--- src/rtl/matmul_seq_ctrl_if.sv ---
// Operand/result handshake bundle for matmul_seq_ctrl: operands in on in_valid/in_ready, product out on out_valid/out_ready.
// No logic here; latency is set entirely by the attached controller.
// master drives operands and out_ready, slave (the controller) drives in_ready, out_valid, Res and busy.
interface matmul_seq_ctrl_if #(
  parameter int WIDTH = 16,
  parameter int NOS   = 4
);
  logic                               in_valid;
  logic                               in_ready;
  logic [NOS-1:0][NOS-1:0][WIDTH-1:0] A_in;
  logic [NOS-1:0][NOS-1:0][WIDTH-1:0] B_in;
  logic                               out_valid;
  logic                               out_ready;
  logic [NOS-1:0][NOS-1:0][WIDTH-1:0] Res;
  logic                               busy;

  modport master (
    output in_valid, A_in, B_in, out_ready,
    input  in_ready, out_valid, Res, busy
  );

  modport slave (
    input  in_valid, A_in, B_in, out_ready,
    output in_ready, out_valid, Res, busy
  );
endinterface

--- src/rtl/matmul_seq_ctrl.sv ---
// Sequenced NOS x NOS signed matrix multiply sharing one multiplier and one accumulator; macro MATMUL_ACC_SAT_EN selects saturating writeback.
// Latency: out_valid rises exactly NOS^3 cycles after the accept edge, one (i,j,k) term per cycle.
// Backpressure: in_ready only in IDLE; result held in DONE until out_ready, no same-cycle re-accept.
module matmul_seq_ctrl #(
  parameter int WIDTH = 16,
  parameter int NOS   = 4
) (
  input  logic             clk,
  input  logic             rst_n,
  matmul_seq_ctrl_if.slave bus
);

  localparam int CW = (NOS > 1) ? $clog2(NOS) : 1;
`ifdef MATMUL_ACC_SAT_EN
  // Full-precision accumulator: NOS products of 2*WIDTH bits never overflow.
  localparam int AW = 2 * WIDTH + CW;
  localparam int PW = 2 * WIDTH;
  localparam logic signed [AW-1:0] SMAX = {{(AW - WIDTH + 1){1'b0}}, {(WIDTH - 1){1'b1}}};
  localparam logic signed [AW-1:0] SMIN = {{(AW - WIDTH + 1){1'b1}}, {(WIDTH - 1){1'b0}}};
`else
  // Wrap build only needs the low WIDTH bits of every product and of the sum.
  localparam int AW = WIDTH;
  localparam int PW = WIDTH;
`endif

  localparam logic [CW-1:0] LAST = CW'(NOS - 1);

  localparam logic [1:0] IDLE = 2'd0;
  localparam logic [1:0] RUN  = 2'd1;
  localparam logic [1:0] DONE = 2'd2;

  typedef logic [NOS-1:0][NOS-1:0][WIDTH-1:0] mat_t;

  logic [1:0]              state;
  logic [CW-1:0]           i, j, k;
  logic signed [AW-1:0]    acc;
  logic signed [AW-1:0]    acc_base;
  logic signed [AW-1:0]    acc_next;
  logic signed [WIDTH-1:0] a_op;
  logic signed [WIDTH-1:0] b_op;
  logic signed [PW-1:0]    prod;
  logic [WIDTH-1:0]        wb;
  mat_t                    a_r, b_r, res_r;
  logic                    out_valid_r;
  logic                    busy_r;

  assign bus.in_ready  = (state == IDLE);
  assign bus.out_valid = out_valid_r;
  assign bus.busy      = busy_r;
  assign bus.Res       = res_r;

  // Datapath for the current term: select operands, multiply, accumulate, form the writeback value.
  always_comb begin
    a_op     = a_r[i][k];
    b_op     = b_r[k][j];
    prod     = PW'(a_op) * PW'(b_op);
    acc_base = (k == '0) ? '0 : acc;
    acc_next = acc_base + AW'(prod);
    wb       = acc_next[WIDTH-1:0];
`ifdef MATMUL_ACC_SAT_EN
    if (acc_next > SMAX) begin
      wb = SMAX[WIDTH-1:0];
    end else if (acc_next < SMIN) begin
      wb = SMIN[WIDTH-1:0];
    end
`endif
  end

  // Control FSM, loop counters (k innermost, then j, then i) and result register file.
  always_ff @(posedge clk) begin
    if (!rst_n) begin
      state       <= IDLE;
      i           <= '0;
      j           <= '0;
      k           <= '0;
      acc         <= '0;
      a_r         <= '0;
      b_r         <= '0;
      res_r       <= '0;
      out_valid_r <= 1'b0;
      busy_r      <= 1'b0;
    end else begin
      case (state)
        IDLE: begin
          if (bus.in_valid) begin
            a_r    <= bus.A_in;
            b_r    <= bus.B_in;
            i      <= '0;
            j      <= '0;
            k      <= '0;
            acc    <= '0;
            busy_r <= 1'b1;
            state  <= RUN;
          end
        end
        RUN: begin
          acc <= acc_next;
          if (k == LAST) begin
            res_r[i][j] <= wb;
            k           <= '0;
            if (j == LAST) begin
              j <= '0;
              if (i == LAST) begin
                i           <= '0;
                busy_r      <= 1'b0;
                out_valid_r <= 1'b1;
                state       <= DONE;
              end else begin
                i <= i + CW'(1);
              end
            end else begin
              j <= j + CW'(1);
            end
          end else begin
            k <= k + CW'(1);
          end
        end
        DONE: begin
          if (bus.out_ready) begin
            out_valid_r <= 1'b0;
            state       <= IDLE;
          end
        end
        default: begin
          state <= IDLE;
        end
      endcase
    end
  end

endmodule
--- src/flat_wrapper.sv ---
// flat-port wrapper written by rule: the top's interface ports become plain ports
module matmul_seq_ctrl_flat 
#(
  parameter int WIDTH = 16,
  parameter int NOS   = 4
)
  (clk, rst_n, bus_in_valid, bus_A_in, bus_B_in, bus_out_ready, bus_in_ready, bus_out_valid, bus_Res, bus_busy);
  matmul_seq_ctrl_if #(.WIDTH(WIDTH), .NOS(NOS)) bus_i ();
  input  logic clk;
  input  logic rst_n;
  input wire logic [$bits(bus_i.in_valid)-1:0] bus_in_valid;
  input wire logic [$bits(bus_i.A_in)-1:0] bus_A_in;
  input wire logic [$bits(bus_i.B_in)-1:0] bus_B_in;
  input wire logic [$bits(bus_i.out_ready)-1:0] bus_out_ready;
  output wire logic [$bits(bus_i.in_ready)-1:0] bus_in_ready;
  output wire logic [$bits(bus_i.out_valid)-1:0] bus_out_valid;
  output wire logic [$bits(bus_i.Res)-1:0] bus_Res;
  output wire logic [$bits(bus_i.busy)-1:0] bus_busy;
  assign bus_i.in_valid = bus_in_valid;
  assign bus_i.A_in = bus_A_in;
  assign bus_i.B_in = bus_B_in;
  assign bus_i.out_ready = bus_out_ready;
  assign bus_in_ready = bus_i.in_ready;
  assign bus_out_valid = bus_i.out_valid;
  assign bus_Res = bus_i.Res;
  assign bus_busy = bus_i.busy;
  matmul_seq_ctrl #(.WIDTH(WIDTH), .NOS(NOS)) u_core (.clk(clk), .rst_n(rst_n), .bus(bus_i));
endmodule
--- config.mk ---
export PLATFORM = sky130hd
export DESIGN_NAME = matmul_seq_ctrl_flat
export DESIGN_NICKNAME = d
export VERILOG_FILES = /design/src/rtl/matmul_seq_ctrl_if.sv /design/src/rtl/matmul_seq_ctrl.sv /design/src/flat_wrapper.sv
export SDC_FILE = /design/constraint.sdc
export NUM_CORES = 2
export LEC_CHECK = 0
export BUFFER_PORTS_ARGS = -buffer_cell sky130_fd_sc_hd__buf_2
export CORE_MARGIN = 2
export CORE_UTILIZATION = 30
export CTS_BUF_LIST = sky130_fd_sc_hd__clkbuf_2 sky130_fd_sc_hd__clkbuf_4 sky130_fd_sc_hd__clkbuf_8
export CTS_CLUSTER_SIZE = 20
export DETAILED_ROUTE_END_ITERATION = 6
export GPL_TIMING_DRIVEN = 0
export PLACE_DENSITY = 0.56
export SETUP_SLACK_MARGIN = 0.1
export SLEW_MARGIN = 20
export SYNTH_ARGS = -nofsm -noshare
export SYNTH_HDL_FRONTEND = slang
export SYNTH_SLANG_ARGS = --single-unit
--- constraint.sdc ---
create_clock -name clk -period 23.8 [get_ports clk]
set_clock_uncertainty 0.1 [all_clocks]
set_input_delay 4.76 -clock clk [delete_from_list [all_inputs] [get_ports clk]]
set_output_delay 4.76 -clock clk [all_outputs]
set_load 0.005 [all_outputs]
==> summary.md <==
| Metric | Value |
|---|---|
| DR pass1 iterations | 6 |
| Starting Density | 0.303 |
| Global Route Usage Sum | 0.263 |
| Placed insts | 6,743 |
| CP max stage cell | o21ai_0 |
| Req. time, crit path | 24.43 ns |
| Dpl hpwl | 138,000 um |
| Hold-fix buffers at CTS | 0 |
| Antenna Nets Post-Route | 0 |
| Slew Limit Fails | 0 |
| Overall power | 3.26 mW |
| WL final | 175,000 um |
| Util after Layout | 0.375 |
| Worst hold path type | register to register |
| VDD IR-drop max | 54.9 uV |
| Synth Net Count | 4,999 |
| Delay-heaviest family, CP | adder cells |
| Syn Area/Cell | 8.84 sq um |
| Synth Instances | 4,314 |
| Area growth from synthesis to layout | 23.9% |
| Commonest non-fill, non-tap cell in the layout | nand2_1 |
| Most used cell, CP | fa_1 |
| DP Worst Slack | 13.46 ns |
| Setup TNS | 0 ns |
| Vias in the first global route | 34,400 |
| # DRC | 0 |
| CTS Buf Count | 146 |
| DR vias/cell | 5.01 |
| Async set-reset flop share out of synthesis | 0 |
| Netlist cell types | 55 |
| MaxCap Viol Count | 0 |
| Setup Buffers After CTS | 0 |
| First-pass GRT wire length | 245,000 um |
| I/O Buffers | 774 |
| Max Fclk | 96.3 MHz |
| Lkg Pwr | 19.7 nW |
| Status | complete, no violations |
| CP bufs+invs | 11 |
| Worst-Skew Late Latency | 0.91 ns |
| Sequential share of the synthesized area | 0.417 |
| YS warnings | 0 |
| Total clock sinks | 794 |
| Post_cts resized | 0 |
| Min cycle time layout | 10.38 ns |
| H-tree levels | 4 |
| Tcrit/Tclk final | 0.436 |
| TritonCTS clock tree | yes |
| Initial antenna violation count | 21 |
| CTS max path bufs | 3 |
| Clock root buffer | clkbuf_8 |
| GPL Wtd Cong | 0.936 |
| Hold_ws | 0.359 ns |
| CP startpoint kind | register |
| Post-synth EDFFs | 0 |
| Most frequent cells in the layout | nand2_1 (1,377), buf_2 (796), dfxtp_1 (794), a21boi_0 (599), clkbuf_1 (286) |
| CORE AREA | 126,000 sq um |
| Final Hold Viols | 0 |
| Max incr delay on CP | 0.79 ns |
| Critical path endpoint category | register |
| Chip height | 360 um |
| Die area | 130,000 sq um |
| Grt total ovfl | 0 |
| I/O pins | 775 |
| Worst Tran Pin Value | 1.19 ns |
| Share of cells above drive strength 1 | 0.230 |
| PwrDens | 69.1 nW/um^2 |
| Largest net degree at the start of global routing | 17 |
| Detailed Route Iter0 Violations | 2,807 |
| Endpoints failing setup | 0 |
| Num rows | 130 |
| Synth Flop Type | dfxtp_1 |
| Yosys reg bits | 794 |
| Crit Path Class | register to register |
| DR WL/cell | 25.0 um |
| RSZ-0062 raised after global routing | false |
| Fin worst setup slack | 13.42 ns |
| CP arrival | 11.02 ns |
| Nets@finish | 5,926 |
| Fin area | 47,200 sq um |
| Crit-path max FO | 10 |
| Clk slew on worst S/H paths | 0.06 ns |
| Slew headroom | 0.205 |
| Vias | 35,100 |
| Final instance count without filler cells | 6,996 |
| Die Wd | 360 um |
| Cell area after placement | 44,200 sq um |
| Post-synthesis cell area | 38,100 sq um |
[sequential cells by signal, indices dropped and copies added (netlist names)]
register / count
u_core.a_r: 256
u_core.b_r: 256
u_core.bus.Res: 256
u_core.acc: 16
u_core.i: 2
u_core.j: 2
u_core.k: 2
u_core.state: 2
u_core.bus.busy: 1
u_core.bus.out_valid: 1
[cell type report]
cell class / count / area (sq um)
diodes: 10 / 25.0
plain buffers: 338 / 1480
clock buffers: 215 / 2720
clock inverters: 28 / 329
fillers: 13400 / 78700
inverters: 176 / 661
multi-input cells: 3006 / 20100
flip-flops and latches: 794 / 15900
well taps: 1650 / 2060
repair buffers: 779 / 3920
[path summary, 6_finish.rpt]
kind / startpoint / end / slack, ns / cells after the start
setup / recovery: u_core.k[1]$_SDFFE_PN0P_ / u_core.acc[14]$_SDFFE_PN0P_ / 13.42 / 27
hold / removal: u_core.a_r[219]$_SDFFE_PN0P_ / u_core.a_r[219]$_SDFFE_PN0P_ / 0.36 / 2
setup reg to reg: u_core.k[1]$_SDFFE_PN0P_ / u_core.acc[14]$_SDFFE_PN0P_ / 13.42 / 27
hold reg to reg: u_core.a_r[219]$_SDFFE_PN0P_ / u_core.a_r[219]$_SDFFE_PN0P_ / 0.36 / 2
[worst reg2reg max path: stages, from the launching register on]
cell and delay (ns):
dfxtp_1 0.41, clkbuf_1 0.32, buf_2 0.42, buf_2 0.52
buf_2 0.61, mux4_2 0.46, nor2_1 0.11, nor2_1 0.06
o21ai_0 0.79, clkbuf_1 0.49, nor2_1 0.14, fa_1 0.53
inv_1 0.06, fa_1 0.46, fa_1 0.55, inv_1 0.05
fa_1 0.52, fa_1 0.51, inv_1 0.05, fa_1 0.48
inv_1 0.04, ha_1 0.34, or2_2 0.32, a21oi_1 0.78
or2_2 0.24, clkbuf_1 0.28, clkbuf_1 0.40, o311ai_0 0.20
[kinds of logic after synthesis]
kind of cell / after synthesis / share of synthesized area
AOI/OAI and AO/OA: 879 / 0.165
xor gates and xnor gates: 39 / 0.0101
adders and majority gates: 169 / 0.0738
buffers and inverters: 514 / 0.0558
DFF: 794 / 0.417
muxes: 153 / 0.0880
and+or+nand+nor: 1766 / 0.191
[layer usage]
layer  track usage  vias to the layer above  wire length, um
met2         0.433                     1576            81600
met3        0.0549                      347            13900
li1              -                    16100                -
met5             0                        -               55
met4         0.126                        8             8480
met1         0.329                    17000            71200
[report_power, final]
group,internal [mW],leakage (nW),switching (mW),total (mW)
combinational,0.147,11.6,0.302,0.449
clock,0.776,1.61,0.622,1.40
sequential,1.38,6.48,0.0315,1.42
total,2.31,19.7,0.955,3.26
[cell usage after synthesis, types with 8 or more instances]
cell	instances	area, sq um
xnor2_1	29	254
o211a_1	21	210
mux4_1	24	631
a21oi_2	10	87.6
a21boi_0	599	4500
mux2i_1	11	110
a21oi_1	17	85.1
inv_1	174	653
o311ai_0	17	149
and3_1	13	81.3
a22oi_1	8	60.1
nor2_1	103	387
mux4_2	113	2540
nor2b_1	43	269
o21ai_0	170	851
a22o_1	11	96.3
nand2b_1	14	87.6
dfxtp_1	794	15900
a221oi_1	8	70.1
fa_1	93	1860
buf_2	21	105
nand2_1	1377	5170
or2_2	14	87.6
and2_1	127	795
nand3_1	62	310
ha_1	76	951
clkbuf_1	292	1100
buf_4	9	67.6
Power figures use the tool's default switching activity.
